<file path="src/rtl/wb_ctrl_if.sv">
// Bundle between the main controller, the systolic array result stream and the
// output-SRAM write port, as seen by the write-back controller.
`ifndef WORD_ADDR_BITS
`define WORD_ADDR_BITS 12
`endif
`ifndef DATA_MAX_BITS
`define DATA_MAX_BITS 8
`endif

interface wb_ctrl_if #(
  parameter int unsigned DATA_W = 32
);
  // Job descriptor and handshake
  logic                        config_valid;
  logic [2:0]                  op;
  logic [`WORD_ADDR_BITS-1:0]  src_addr;
  logic [`DATA_MAX_BITS-1:0]   row;
  logic [`DATA_MAX_BITS-1:0]   col;
  logic                        ack;
  logic                        done;

  // Result stream
  logic                        res_valid;
  logic [DATA_W-1:0]           res_data;
  logic                        res_ready;

  // SRAM write port
  logic                        mem_wr_en;
  logic [`WORD_ADDR_BITS-1:0]  mem_wr_addr;
  logic [DATA_W-1:0]           mem_wr_data;
  logic                        mem_gnt;

  modport master (
    output config_valid, op, src_addr, row, col, res_valid, res_data, mem_gnt,
    input  ack, done, res_ready, mem_wr_en, mem_wr_addr, mem_wr_data
  );

  modport slave (
    input  config_valid, op, src_addr, row, col, res_valid, res_data, mem_gnt,
    output ack, done, res_ready, mem_wr_en, mem_wr_addr, mem_wr_data
  );
endinterface

</file>
<file path="src/rtl/wb_ctrl.sv">
// Write-back controller: buffers row*col result words from the systolic array in a
// small FIFO and writes them to consecutive output-SRAM addresses starting at src_addr.
`ifndef WORD_ADDR_BITS
`define WORD_ADDR_BITS 12
`endif
`ifndef DATA_MAX_BITS
`define DATA_MAX_BITS 8
`endif

module wb_ctrl #(
  parameter int unsigned DATA_W     = 32,
  parameter int unsigned FIFO_DEPTH = 4
) (
  input  logic       clk,
  input  logic       rst,
  wb_ctrl_if.slave   bus
);

  localparam int unsigned AW = `WORD_ADDR_BITS;
  localparam int unsigned DW = `DATA_MAX_BITS;
  localparam int unsigned TW = 2 * DW;
  localparam int unsigned PW = $clog2(FIFO_DEPTH);
  localparam int unsigned CW = PW + 1;

  typedef enum logic [1:0] {
    IDLE = 2'd0,
    ACK  = 2'd1,
    RUN  = 2'd2,
    FIN  = 2'd3
  } state_e;

  state_e            state_q, state_d;
  logic [AW-1:0]     src_q,   src_d;
  logic [TW-1:0]     total_q, total_d;
  logic [TW-1:0]     acc_q,   acc_d;
  logic [TW-1:0]     wcnt_q,  wcnt_d;
  logic [PW-1:0]     wptr_q,  wptr_d;
  logic [PW-1:0]     rptr_q,  rptr_d;
  logic [CW-1:0]     cnt_q,   cnt_d;
  logic [DATA_W-1:0] fifo_q [FIFO_DEPTH];

  logic fifo_full;
  logic fifo_empty;
  logic push;
  logic pop;

  // Handshake and write-port outputs decoded from registered state only
  assign fifo_empty      = (cnt_q == '0);
  assign fifo_full       = (cnt_q == CW'(FIFO_DEPTH));
  assign bus.ack         = (state_q == ACK);
  assign bus.done        = (state_q == FIN);
  assign bus.res_ready   = (state_q == RUN) && !fifo_full && (acc_q < total_q);
  assign bus.mem_wr_en   = (state_q == RUN) && !fifo_empty;
  assign bus.mem_wr_addr = src_q + AW'(wcnt_q);
  assign bus.mem_wr_data = bus.mem_wr_en ? fifo_q[rptr_q] : '0;

  assign push = bus.res_valid && bus.res_ready;
  assign pop  = bus.mem_wr_en && bus.mem_gnt;

  // Next-state, counters and FIFO pointers
  always_comb begin
    state_d = state_q;
    src_d   = src_q;
    total_d = total_q;
    acc_d   = acc_q;
    wcnt_d  = wcnt_q;
    wptr_d  = wptr_q;
    rptr_d  = rptr_q;
    cnt_d   = cnt_q + CW'(push) - CW'(pop);

    if (push) begin
      wptr_d = wptr_q + PW'(1);
      acc_d  = acc_q + TW'(1);
    end
    if (pop) begin
      rptr_d = rptr_q + PW'(1);
      wcnt_d = wcnt_q + TW'(1);
    end

    case (state_q)
      IDLE: begin
        if (bus.config_valid && (bus.op == 3'b000)) begin
          src_d   = bus.src_addr;
          total_d = TW'(bus.row) * TW'(bus.col);
          acc_d   = '0;
          wcnt_d  = '0;
          state_d = ACK;
        end
      end
      ACK:     state_d = (total_q == '0) ? FIN : RUN;
      RUN: begin
        if (wcnt_d == total_q) begin
          state_d = FIN;
        end
      end
      FIN:     state_d = IDLE;
      default: state_d = IDLE;
    endcase
  end

  // State registers; FIFO storage is datapath-only and needs no reset
  always_ff @(posedge clk) begin
    if (!rst) begin
      state_q <= IDLE;
      src_q   <= '0;
      total_q <= '0;
      acc_q   <= '0;
      wcnt_q  <= '0;
      wptr_q  <= '0;
      rptr_q  <= '0;
      cnt_q   <= '0;
    end else begin
      state_q <= state_d;
      src_q   <= src_d;
      total_q <= total_d;
      acc_q   <= acc_d;
      wcnt_q  <= wcnt_d;
      wptr_q  <= wptr_d;
      rptr_q  <= rptr_d;
      cnt_q   <= cnt_d;
    end
    if (push) begin
      fifo_q[wptr_q] <= bus.res_data;
    end
  end

endmodule

</file>
<file path="src/flat_wrapper.sv">
// flat-port wrapper written by rule: the top's interface ports become plain ports
module wb_ctrl_flat 
#(
  parameter int unsigned DATA_W     = 32,
  parameter int unsigned FIFO_DEPTH = 4
)
  (clk, rst, bus_config_valid, bus_op, bus_src_addr, bus_row, bus_col, bus_res_valid, bus_res_data, bus_mem_gnt, bus_ack, bus_done, bus_res_ready, bus_mem_wr_en, bus_mem_wr_addr, bus_mem_wr_data);
  wb_ctrl_if #(.DATA_W(DATA_W)) bus_i ();
  input  logic clk;
  input  logic rst;
  input wire logic [$bits(bus_i.config_valid)-1:0] bus_config_valid;
  input wire logic [$bits(bus_i.op)-1:0] bus_op;
  input wire logic [$bits(bus_i.src_addr)-1:0] bus_src_addr;
  input wire logic [$bits(bus_i.row)-1:0] bus_row;
  input wire logic [$bits(bus_i.col)-1:0] bus_col;
  input wire logic [$bits(bus_i.res_valid)-1:0] bus_res_valid;
  input wire logic [$bits(bus_i.res_data)-1:0] bus_res_data;
  input wire logic [$bits(bus_i.mem_gnt)-1:0] bus_mem_gnt;
  output wire logic [$bits(bus_i.ack)-1:0] bus_ack;
  output wire logic [$bits(bus_i.done)-1:0] bus_done;
  output wire logic [$bits(bus_i.res_ready)-1:0] bus_res_ready;
  output wire logic [$bits(bus_i.mem_wr_en)-1:0] bus_mem_wr_en;
  output wire logic [$bits(bus_i.mem_wr_addr)-1:0] bus_mem_wr_addr;
  output wire logic [$bits(bus_i.mem_wr_data)-1:0] bus_mem_wr_data;
  assign bus_i.config_valid = bus_config_valid;
  assign bus_i.op = bus_op;
  assign bus_i.src_addr = bus_src_addr;
  assign bus_i.row = bus_row;
  assign bus_i.col = bus_col;
  assign bus_i.res_valid = bus_res_valid;
  assign bus_i.res_data = bus_res_data;
  assign bus_i.mem_gnt = bus_mem_gnt;
  assign bus_ack = bus_i.ack;
  assign bus_done = bus_i.done;
  assign bus_res_ready = bus_i.res_ready;
  assign bus_mem_wr_en = bus_i.mem_wr_en;
  assign bus_mem_wr_addr = bus_i.mem_wr_addr;
  assign bus_mem_wr_data = bus_i.mem_wr_data;
  wb_ctrl #(.DATA_W(DATA_W), .FIFO_DEPTH(FIFO_DEPTH)) u_core (.clk(clk), .rst(rst), .bus(bus_i));
endmodule
</file>
<file path="config.mk">
export PLATFORM = sky130hd
export DESIGN_NAME = wb_ctrl_flat
export DESIGN_NICKNAME = d
export VERILOG_FILES = /design/src/rtl/wb_ctrl_if.sv /design/src/rtl/wb_ctrl.sv /design/src/flat_wrapper.sv
export SDC_FILE = /design/constraint.sdc
export NUM_CORES = 1
export LEC_CHECK = 0
export BUFFER_PORTS_ARGS = -buffer_cell sky130_fd_sc_hd__clkbuf_2
export CORE_MARGIN = 2
export CORE_UTILIZATION = 40
export DETAILED_ROUTE_END_ITERATION = 16
export PLACE_DENSITY = 0.65
export SETUP_SLACK_MARGIN = 0.3
export SLEW_MARGIN = 10
export SYNTH_ARGS = -nofsm -noshare
export SYNTH_HDL_FRONTEND = slang
export SYNTH_SLANG_ARGS = --single-unit
</file>
<file path="constraint.sdc">
create_clock -name clk -period 6.11 [get_ports clk]
set_input_delay 0.9165 -clock clk [delete_from_list [all_inputs] [get_ports clk]]
set_output_delay 0.9165 -clock clk [all_outputs]
set_load 0.01 [all_outputs]
</file>
### Word-level counts from Yosys, hierarchy flattened

Memory sizes are Yosys's and may differ from the RTL's. A register that Yosys moved wholly into a read port is not among the register bits.
Index checks and enable logic that the tools add are counted.

* eq/ne operators: 7
* add/sub/neg operators: 7
* multiply operators: 1
* reduce and logical (&&, ||, !) cells: 14
* order comparisons: 1
* muxes and demuxes: 15

Operator list (count)
* $mux W16: 6
* $add A16 B1 Y16 const B: 2
* $mux W32: 1
* $eq A16 B16 Y1: 1
* $logic_not A16 Y1: 1
* $lt A16 B16 Y1: 1
* $mul A8 B8 Y16: 1
* $add A12 B12 Y12: 1
* $mux W2: 4
* $pmux W2 S4: 1
* $logic_and A1 B1 Y1: 6
* $logic_not A3 Y1: 2
* $add A2 B1 Y2 const B: 2
* $eq A2 B2 Y1 const B: 2
* $reduce_and A2 Y1: 2
* $add A3 B1 Y3: 1
* $eq A3 B3 Y1 const B: 1
* $mux W1: 3
* $sub A3 B1 Y3: 1
* $eq A2 B1 Y1 const B: 1
* $logic_not A1 Y1: 2
* $logic_not A2 Y1: 1
* $ne A2 B1 Y1 const B: 1
* $ne A2 B2 Y1 const B: 1

* register bits: 69
* word-level logic and storage cells: 54
* output and inout bits: 48
* memory bits (writable): 128
* input bits: 68
* memories kept: 1

Memory list
* u_core.fifo_q: words 4, width 32, rd ports 1, clocked after Yosys merged registers in 1, write ports 1, line wb_ctrl.sv:40 `logic [DATA_W-1:0] fifo_q [FIFO_DEPTH];`

### Depth between registers and ports, before layout

Gate-level depths: netlist of the first run.

* depth after elaboration: 8
* depth in mapped cells: 17
* depth with buffers taken out: 17

### Least setup slack after synthesis of the first run

Ideal clock, no wire load.

* kind: input -> register
* start: in bus_row[1]
* end: reg u_core.total_q[15]
* setup time: 0.133 ns
* stages: 15
* path buffers: 0
* data required time: 5.977 ns
* setup slack: 1.267 ns
* data arrival time: 4.710 ns
* cells stage by stage: and2_1 -> fa_1 -> fa_1 -> fa_1 -> inv_1 -> fa_1 -> inv_1 -> ha_1 -> or2_2 -> a21oi_1 -> a21oi_1 -> a41o_1 -> o21ba_2 -> xnor2_1 -> a21oi_1

* word-level cells in the longest chain between the ends: 1

Ends and longest elaborated chain
* start: declaration: line flat_wrapper.sv:14 `input wire logic [$bits(bus_i.row)-1:0] bus_row;`
* $mul A8 B8 Y16: line wb_ctrl.sv:84 `total_d = TW'(bus.row) * TW'(bus.col);`
* end signal: assignment: line wb_ctrl.sv:115 `total_q <= total_d;`
* end: declaration: line wb_ctrl.sv:34 `logic [TW-1:0] total_q, total_d;`

No other way between the ends.
A chain may end at the register's enable or synchronous reset.

### Worst setup path after layout of the first run

* start: in bus_row[1]
* end: reg u_core.total_q[10]

The elaborated chain is that of the path after synthesis.

==> impl_results.md, run 1 <==
- Via/cell ratio: 5.14
- Setup TNS Final: 0 ps
- EDFF count, synth: 128
- Drt pass-1 iters: 5
- Post-CTS Hold Fix Bufs: 0
- Die width: 173 um
- Most common cell in the synthesized netlist: edfxtp_1
- Via count: 7697
- Top cell family by delay on the critical path: adder cells
- CP startpoint: bus_row[1]
- Grt ovf: 0
- Max Cap Violations: 0
- GRT Overall Usage: 16.3%
- Final #Nets: 1287
- Initial Util: 40.9%
- Worst setup margin: 1370 ps
- Die Footprint: 30000 um2
- Antenna viol nets, final: 0
- Number of global-route vias before repair: 7581
- Post-CTS Setup Bufs: 0
- Main synth FF type: edfxtp_1
- Residual DRC: 0
- Syn avg cell area: 11.5 um2
- CTS tree: done
- Cell count along the critical path: 15
- Critical R2R Launch: u_core.total_q[6]
- Async SR Flop Fraction: 0%
- Switch share: 30.2%
- Longest Clk Path Bufs: 2
- Diodes inserted: 0
- DP HPWL: 17.2 mm
- Yosys reg bits: 199
- Sw Pwr: 1.01 mW
- CP Data Arrival Time: 5060 ps
- Sequential share of power: 44.3%
- Slowest CP cell: a2111oi_0
- Worst min path class: register to register
- Io pins: 116
- Netlist cell types: 70
- Cell count after synthesis: 995
- Post_cts resized: 0
- # fillers: 2614
- Warnings, synthesis: 0
- Reg2reg path depth: 15
- Post-place setup slack: 899 ps
- WL final: 23.6 mm
- Critical path class: input pin to register
- CTS Sinks: 199
- CP Cell Sequence: clkbuf_2 -> and2_1 -> fa_1 -> fa_1 -> inv_1 -> fa_1 -> fa_1 -> inv_1 -> ha_1 -> a2111oi_0 -> nor2_1 -> a21oi_1 -> xor2_1 -> o21ai_0 -> and2_1
- Mapped cell area: 11400 um2
- CP peak stage delay: 640 ps
- Root Buffer: clkbuf_16
- RSZ-0062 raised after global routing: false
- Outcome: finished clean
- Slew Viols, Final: 0
- Startpoint types: input pin
- Leakage: 5.07 nW
- DR WL/cell: 15.8 um
- Req. time, crit path: 6430 ps
- Top-area cell type share of the netlist area: 33.6%
- Fmax: 211 MHz
- P_int: 2.34 mW
- GPL Wtd Cong: 0.871
- Iter 0 DRT Violations: 528
- PnR Total Power: 3.35 mW
- Layout area overhead: 14.0%
- CTS buffer count: 17
- Max VDD drop: 0.198 mV
- CP most frequent cell: fa_1
- Relative slew slack: 32.1%
- Port buffer count: 115
- Largest net degree at the start of global routing: 34
- Min Clock Period, post-route: 4740 ps
- Core ar.: 27900 um2
- Critical Path Sink Type: register
- Comb pwr share: 22.2%
- Global-route wire length before repair: 39.2 mm
- Die H: 173 um
- Initial antenna violation count: 0
- Util after Layout: 46.7%
- Clk slew on worst S/H paths: 80 ps
- Worst hold path cell count: 2
- Top cells by count, synth: edfxtp_1, nand2_1, inv_1
- Final period utilization: 77.6%
- Largest cells by area after synthesis: edfxtp_1, dfxtp_1, ha_1
- Final setup vio count: 0
- Worst-Margin Slew: 1020 ps
- Seq/Total Area, Yosys: 46.0%
- Depth of the CTS H-tree: 4
- Worst hold start: u_core.src_q[3]
- Rows: 61
- Layout Cells excl Fill: 1497
- Area leader, netlist: edfxtp_1
- Clock power share: 33.5%
- Hold Vio Cnt, Final: 0
- Worst-Skew Late Latency: 440 ps
- Pwr dens: 257 nW/um2
- Crit Path Max Fanout: 8
- Fraction of layout cells with a size suffix above 1: 18.9%
- Worst path bufs/invs: 3
- Dpl cells: 1465
- Clock skew: 17.3 ps
- Syn Nets: 1176
state kept, by name, indices dropped and copies added, names as in the netlist, named ones only:
signal          flops
u_core.wptr_q       2
u_core.cnt_q        3
u_core.wcnt_q      16
u_core.src_q       12
u_core.state_q      2
u_core.total_q     16
u_core.rptr_q       2
u_core.acc_q       16
u_core.fifo_q     128
worst register-to-register path, stage by stage (launching register included):
cell and delay [ps]:
dfxtp_1 490, inv_1 80, ha_1 290, a21o_1 190, a2111oi_0 450, o31ai_1 160, a221oi_1 400, o21ai_1 120
buf_4 220, nor2_1 460, ha_1 240, inv_1 50, fa_1 370, xnor2_1 150, xnor2_1 140, and2_1 160
through the flow:
step | instance area (um2) | hold WS, ps
after floorplan | 11400 | 440
after global placement | 12400 | 450
after detailed placement | 12400 | 453
after CTS | 13000 | 464
after global routing | 13000 | 486
final | 13000 | 461
routing by layer:
metal / track usage (%) / wire [um] / share of wire [%]
met1: 21.0 / 10500 / 45
met2: 27.7 / 11400 / 48
met3: 2.88 / 1130 / 4.8
met4: 5.54 / 547 / 2.3
met5: 0 / 0 / 0
final cells by class:
class                      instances  area, um2  share of cell area [%]
tap                              378        473                    3.63
clock buffer                      17        425                    3.26
timing repair buffer             125        651                    4.99
sequential                       199       5270                    40.4
clock inverter                    15        171                    1.32
multi-input combinational        672       5700                    43.8
inverter                          91        344                    2.64
power groups by stage:
stage                     clock network (mW)  registers, mW  logic, mW
after floorplan                            0           1.50      0.561
after global placement                     0           1.51      0.735
after detailed placement                   0           1.51      0.747
after CTS                               1.15           1.48      0.753
after global routing                    1.21           1.48      0.853
final                                   1.12           1.48      0.744
layout by cell type (no fill, tap or decap), types with 10 or more instances in the layout:
| master | synthesis | final |
|---|---|---|
| edfxtp_1 | 128 | 128 |
| clkbuf_2 | 0 | 115 |
| nand2_1 | 92 | 92 |
| inv_1 | 90 | 90 |
| ha_1 | 75 | 75 |
| dfxtp_1 | 71 | 70 |
| and2_1 | 66 | 66 |
| a21oi_1 | 45 | 45 |
| nor2b_1 | 41 | 41 |
| fa_1 | 38 | 38 |
| nor2_1 | 36 | 36 |
| mux4_2 | 32 | 32 |
| xnor2_1 | 31 | 31 |
| nand3_1 | 23 | 23 |
| o21ai_0 | 20 | 20 |
| clkbuf_16 | 0 | 17 |
| xor2_1 | 14 | 14 |
| nand4_1 | 13 | 13 |
| a21o_1 | 10 | 10 |
| nor3_1 | 10 | 10 |
| or3_1 | 10 | 10 |
| buf_4 | 0 | 10 |
final timing paths:
check | slack [ps] | end
worst min register to register | 460 | u_core.src_q[3]
worst max register to register | 2050 | u_core.cnt_q[2]
worst max-delay path | 1370 | u_core.total_q[10]
worst min-delay path | 460 | u_core.src_q[3]
cell families (layout without fill, tap and decap cells):
logic type / Yosys count / after routing / share of synthesized area, %
muxes: 41 / 41 / 7.10
xor gates and xnor gates: 47 / 47 / 3.84
adders and majority gates: 113 / 113 / 14.9
buffers and inverters: 124 / 248 / 4.20
AOI/OAI and AO/OA: 129 / 129 / 7.69
DFF: 199 / 199 / 46.0
and+or+nand+nor: 342 / 342 / 16.3
No activity file was read; power rests on OpenSTA's default activity.
==> inputs of run 2 (changes only) <==
Settings changed: PLACE_DENSITY 0.65 to 0.67.
Clock period 6.11 ns to 4.3 ns, I/O delays scaled along.
==> run 2 against run 1 <==
Net effect: count of clock-buffer cells in the layout stayed put; sequential cell count unchanged; worst hold slack lost 46 ps; final area increased by 4.4%; routed wire length up 2.3%; critical path type unchanged; largest cell class unchanged; largest power group unchanged.
==> impl_results.md, run 2 (synthesis gave the netlist of run 1 again) <==
- Outcome: finished clean
- Residual DRC: 0 (unchanged)
- Final period utilization: 90.3%
- P_int: 3.57 mW (+53%)
- CP most frequent cell: fa_1
- CP peak stage delay: 560 ps (-80 ps)
- Worst-Skew Late Latency: 440 ps (about the same)
- Initial antenna violation count: 0 (unchanged)
- Switch share: 30.2% (about the same)
- Clock power share: 31.1% (-2.4 points)
- Clk slew on worst S/H paths: 80 ps (about the same)
- Max VDD drop: 0.350 mV (+77%)
- CP Cell Sequence: buf_2 -> nand2_1 -> fa_1 -> fa_1 -> inv_1 -> fa_1 -> inv_2 -> fa_2 -> inv_2 -> ha_4 -> o31ai_4 -> or3_4 -> nand3_2 -> o311ai_2 -> nand4_1 -> o211ai_1
- Slowest CP cell: fa_2
- Pwr dens: 375 nW/um2 (+46%)
- Core ar.: 27900 um2 (unchanged)
- Largest net degree at the start of global routing: 34 (unchanged)
- Startpoint types: input pin
- Sequential share of power: 41.2% (-3.1 points)
- Clock skew: 14.5 ps (-2.81 ps)
- Most common cell after layout, fill and taps aside: edfxtp_1
- RSZ-0062 raised after global routing: true
- Worst min path class: input pin to register
- Die H: 173 um (unchanged)
- Leakage: 5.30 nW (+4.4%)
- WL final: 24.2 mm (+2.3%)
- Worst-Margin Slew: 1030 ps (+8.67 ps)
- Max reg flops: 128 (unchanged)
- GRT Overall Usage: 16.4% (+0.095 points)
- GPL Wtd Cong: 0.885 (+1.6%)
- Depth of the CTS H-tree: 4 (unchanged)
- Reg with most FFs: u_core.fifo_q
- Top cell family by delay on the critical path: adder cells
- CTS buffer count: 17 (unchanged)
- Final setup vio count: 0 (unchanged)
- Root Buffer: clkbuf_16
- Hold Vio Cnt, Final: 0 (unchanged)
- Port buffer count: 115 (unchanged)
- Max Cap Violations: 0 (unchanged)
- Comb pwr share: 27.8% (+5.6 points)
- Critical Path Sink Type: register
- Diodes inserted: 0 (unchanged)
- Drt pass-1 iters: 5 (unchanged)
- Rows: 61 (unchanged)
- Fmax: 258 MHz
- DR WL/cell: 15.8 um (about the same)
- Iter 0 DRT Violations: 455 (-14%)
- Final #Nets: 1322 (+2.7%)
- Grt ovf: 0 (unchanged)
- Slew Viols, Final: 0 (unchanged)
- Longest Clk Path Bufs: 2 (unchanged)
- Layout area overhead: 19.0%
- CTS Sinks: 199 (unchanged)
- Global-route wire length before repair: 39.6 mm (+1.1%)
- Io pins: 116 (unchanged)
- Number of global-route vias before repair: 7845 (+3.5%)
- Critical path class: input pin to register
- Placed instance area: 12800 um2 (+3.3%)
- Worst path bufs/invs: 4 (+1)
- Fraction of layout cells with a size suffix above 1: 25.1% (+6.3 points)
- Sw Pwr: 1.54 mW (+53%)
- Via count: 7904 (+2.7%)
- Antenna viol nets, final: 0 (unchanged)
- Initial Util: 40.9% (unchanged)
- Leading cell types in the layout, fill and taps excluded: edfxtp_1, clkbuf_2, nand2_1, inv_1, dfxtp_1
- Worst setup margin: 417 ps (-951 ps)
- Die width: 173 um (unchanged)
- Crit Path Max Fanout: 6 (-2)
- Die Footprint: 30000 um2 (unchanged)
- DP HPWL: 17.6 mm (+2.3%)
- Relative slew slack: 31.3% (-0.74 points)
- Finished Cell Area: 13600 um2 (+4.4%)
- # fillers: 2534 (-3.1%)
- Req. time, crit path: 4610 ps (-1820 ps)
- CP Data Arrival Time: 4190 ps (-870 ps)
- CTS tree: done
- Via/cell ratio: 5.16 (+0.34%)
- Post-place setup slack: -90.2 ps (-989 ps)
- Min Clock Period, post-route: 3880 ps
run 2: cell types whose count changed in the layout (fill, tap and decap cells not counted), sizes merged:
cell / delta
clkinv: +3
clkinvlp: -1
buf: +44
clkbuf: -9
inv: -2
run 2: timing repair:
item,CTS,global route
buffers inserted,0,1
setup endpoints to repair,0,8
hold buffers,0,0
resized for setup,0,49
hold endpoints to repair,0,0
run 2: final timing paths:
path                                        start                   end  slack [ps]  depth (start not counted)
worst max-delay path                   bus_row[1]    u_core.total_q[14]         420                         16
worst min-delay path             bus_res_data[27]  u_core.fifo_q[0][27]         410                          1
worst max register to register  u_core.total_q[4]       u_core.cnt_q[2]         810                         16
worst min register to register    u_core.src_q[0]       u_core.src_q[0]         460                          2
run 2: area by class of cell:
class / instances / area (um2) / area share, %
sequential: 199 / 5270 / 38.7
timing repair buffer: 160 / 991 / 7.28
clock inverter: 15 / 179 / 1.31
tap: 378 / 473 / 3.48
inverter: 91 / 344 / 2.53
clock buffer: 17 / 425 / 3.13
multi-input combinational: 672 / 5930 / 43.6
run 2: power by group through the flow:
stage                     registers (mW)  clock network (mW)  logic (mW)
after global routing                2.11                1.70        1.60
after floorplan                     2.13                   0       0.946
after CTS                           2.10                1.62        1.34
after global placement              2.15                   0        1.32
final                               2.10                1.59        1.42
after detailed placement            2.15                   0        1.33
run 2: per-layer routing:
layer  vias to the layer above  global-route usage, %  routed length (um)  share of wire (%)
met3                        19                   2.68                1010                4.2
met1                      3850                   21.2               11000                 46
met5                         -                      0                   0                  0
met4                         0                   3.64                 201               0.83
met2                       189                   28.9               12000                 49
li1                       3846                      -                   -                  -
run 2: through the flow:
step | TNS (ps) | std cells | util (%) | hold WS [ps] | power, mW
finish | 0 | 1532 | 48.7 | 415 | 5.11
detailed placement | -441 | 1499 | 46.0 | 456 | 3.48
floorplan | 0 | 995 | - | 440 | 3.08
CTS | 0 | 1531 | 48.2 | 401 | 5.07
global placement | -228 | 1499 | 46.0 | 448 | 3.47
global route | 0 | 1532 | 48.7 | 414 | 5.40
==> inputs of run 3 (changes only) <==
Settings changed: CORE_MARGIN 2 to 8.
==> run 3 against run 2 <==
Net effect: maximum frequency shrank 1.3%; sequential share of layout area grew 0.19 points; combinational power is essentially flat; highest routed layer unchanged; via count shrank 0.33%; worst hold slack lost 2.5 ps; critical path type unchanged; largest cell class unchanged; critical endpoint is now u_core.total_q[15].
==> impl_results.md, run 3 (synthesis gave the netlist of run 1 again) <==
- Drt pass-1 iters: 5 (unchanged)
- Initial Util: 40.3% (-0.66 points)
- Die H: 185 um (+6.9%)
- Hold_ws: 412 ps (-2.48 ps)
- Max Cap Violations: 0 (unchanged)
- Met3 Use GR: 2.53% (-0.15 points)
- CP peak stage delay: 500 ps (-60 ps)
- Io pins: 116 (unchanged)
- Reg with most FFs: u_core.fifo_q
- Relative slew slack: 31.6% (+0.30 points)
- CP Data Arrival Time: 4230 ps (+40 ps)
- GPL Wtd Cong: 0.865 (-2.2%)
- DR WL/cell: 16.4 um (+3.9%)
- Clk slew on worst S/H paths: 90 ps (about the same)
- Slew Viols, Final: 0 (unchanged)
- Crit Path Max Fanout: 7 (+1)
- P_int: 3.61 mW (+1.2%)
- Met1 Use GR: 19.7% (-1.4 points)
- Hold Vio Cnt, Final: 0 (unchanged)
- Outcome: finished clean
- Leading cell types in the layout, fill and taps excluded: edfxtp_1, clkbuf_2, nand2_1, inv_1, dfxtp_1
- Initial antenna violation count: 0 (unchanged)
- Diodes inserted: 0 (unchanged)
- Worst-Skew Late Latency: 450 ps (about the same)
- Via count: 7878 (-0.33%)
- Clock skew: 20.4 ps (+5.86 ps)
- Grt ovf: 0 (unchanged)
- Layout area overhead: 18.5%
- Worst min path class: input pin to register
- Via/cell ratio: 5.13 (-0.52%)
- CTS buffer count: 17 (unchanged)
- Max reg flops: 128 (unchanged)
- Max VDD drop: 0.217 mV (-38%)
- Comb pwr share: 27.5% (-0.3 points)
- Critical path class: input pin to register
- Die Footprint: 34200 um2 (+14%)
- WL final: 25.2 mm (+4.1%)
- Fraction of layout cells with a size suffix above 1: 24.5% (-0.63 points)
- CP most frequent cell: fa_1
- Worst path bufs/invs: 3 (-1)
- Port buffer count: 115 (unchanged)
- Iter 0 DRT Violations: 558 (+23%)
- Final period utilization: 91.5% (+1.2 points)
- Largest net degree at the start of global routing: 34 (unchanged)
- Placed instance area: 12800 um2 (-0.41%)
- Number of global-route vias before repair: 7987 (+1.8%)
- Met2 usage: 24.8% (-4.2 points)
- Worst-Margin Slew: 1030 ps (-2.01 ps)
- Most Crowded Layer GR: met2
- Longest Clk Path Bufs: 2 (unchanged)
- Switch share: 31.3% (+1.1 points)
- Antenna viol nets, final: 0 (unchanged)
- CP Cell Sequence: clkbuf_2 -> and2_4 -> fa_1 -> fa_1 -> fa_1 -> inv_1 -> fa_1 -> inv_2 -> ha_4 -> or2_4 -> a21oi_2 -> a21oi_2 -> a41o_1 -> o21ba_4 -> xnor2_2 -> a21oi_1
- Residual DRC: 0 (unchanged)
- DP HPWL: 18.1 mm (+3.1%)
- Finished Cell Area: 13500 um2 (-0.46%)
- GRT Overall Usage: 14.8% (-1.5 points)
- Fmax: 254 MHz (-1.3%)
- Sequential share of power: 40.0% (-1.2 points)
- Core ar.: 28400 um2 (+1.6%)
- Post-CTS Hold Fix Bufs: 0 (unchanged)
- Rows: 62 (+1.6%)
- Slowest CP cell: fa_1
- Pwr dens: 388 nW/um2 (+3.3%)
- CTS tree: done
- Critical Path Sink Type: register
- PnR Total Power: 5.25 mW (+2.8%)
- Req. time, crit path: 4600 ps (about the same)
- CTS Sinks: 199 (unchanged)
- Min Clock Period, post-route: 3930 ps (+49.9 ps)
- Depth of the CTS H-tree: 4 (unchanged)
- Clock power share: 32.5% (+1.4 points)
- RSZ-0062 raised after global routing: true
- Top cell family by delay on the critical path: adder cells
- Startpoint types: input pin
- Final #Nets: 1319 (-0.23%)
- Die width: 185 um (+6.9%)
- Sw Pwr: 1.64 mW (+6.7%)
- Setup TNS Final: 0 ps (unchanged)
- Global-route wire length before repair: 40.6 mm (+2.5%)
- Most common cell after layout, fill and taps aside: edfxtp_1
- Final setup vio count: 0 (unchanged)
- Root Buffer: clkbuf_16
- Leakage: 5.27 nW (-0.59%)
run 3: routing by layer:
metal	wire [um]	up-vias
met2	12000	205
met3	1360	22
li1	-	3836
met5	0	-
met1	11500	3815
met4	325	0
run 3: final timing paths:
path	start	slack (ps)	endpoint	cells after the start
max	bus_row[5]	370	u_core.total_q[15]	16
min	bus_res_data[22]	410	u_core.fifo_q[0][22]	1
max reg2reg	u_core.total_q[4]	750	u_core.cnt_q[2]	15
min reg2reg	u_core.src_q[2]	460	u_core.src_q[2]	2
run 3: power by group through the flow:
stage               Sequential, mW  Clock [mW]  Combinational (mW)
finish                        2.10        1.71                1.44
global route                  2.11        1.82                1.61
CTS                           2.10        1.74                1.35
detailed placement            2.15           0                1.34
global placement              2.15           0                1.32
floorplan                     2.13           0               0.946
run 3: worst register-to-register path: stages, from the launching register on:
cell,delay [ps]
dfxtp_1,440
inv_1,130
ha_1,310
a21oi_1,130
nor2_1,50
a2111oi_0,460
o31ai_1,180
a221oi_2,370
o21ai_1,170
nor2_1,190
ha_1,170
inv_1,50
fa_1,370
xnor2_1,150
xnor2_1,130
and2_1,150
run 3: final cells by class:
type / count / area [um2]
Tap cell: 384 / 480
Inverter: 91 / 344
Clock inverter: 15 / 213
Fill cell: 2625 / 14800
Sequential cell: 199 / 5270
Multi-Input combinational cell: 672 / 5910
Timing Repair Buffer: 157 / 902
Clock buffer: 17 / 425
run 3: repair_timing:
action | in CTS | in global routing
endpoints found under the setup margin | 0 | 10
gates resized for setup | 0 | 31
buffers inserted | 0 | 1
run 3: stage by stage:
step | instances | util, % | setup slack [ps]
after CTS | 1534 | 47.3 | 360
after global routing | 1535 | 47.7 | 210
final | 1535 | 47.7 | 367
after global placement | 1502 | 45.1 | -52.9
after detailed placement | 1502 | 45.1 | -97.7
after floorplan | 995 | - | 190
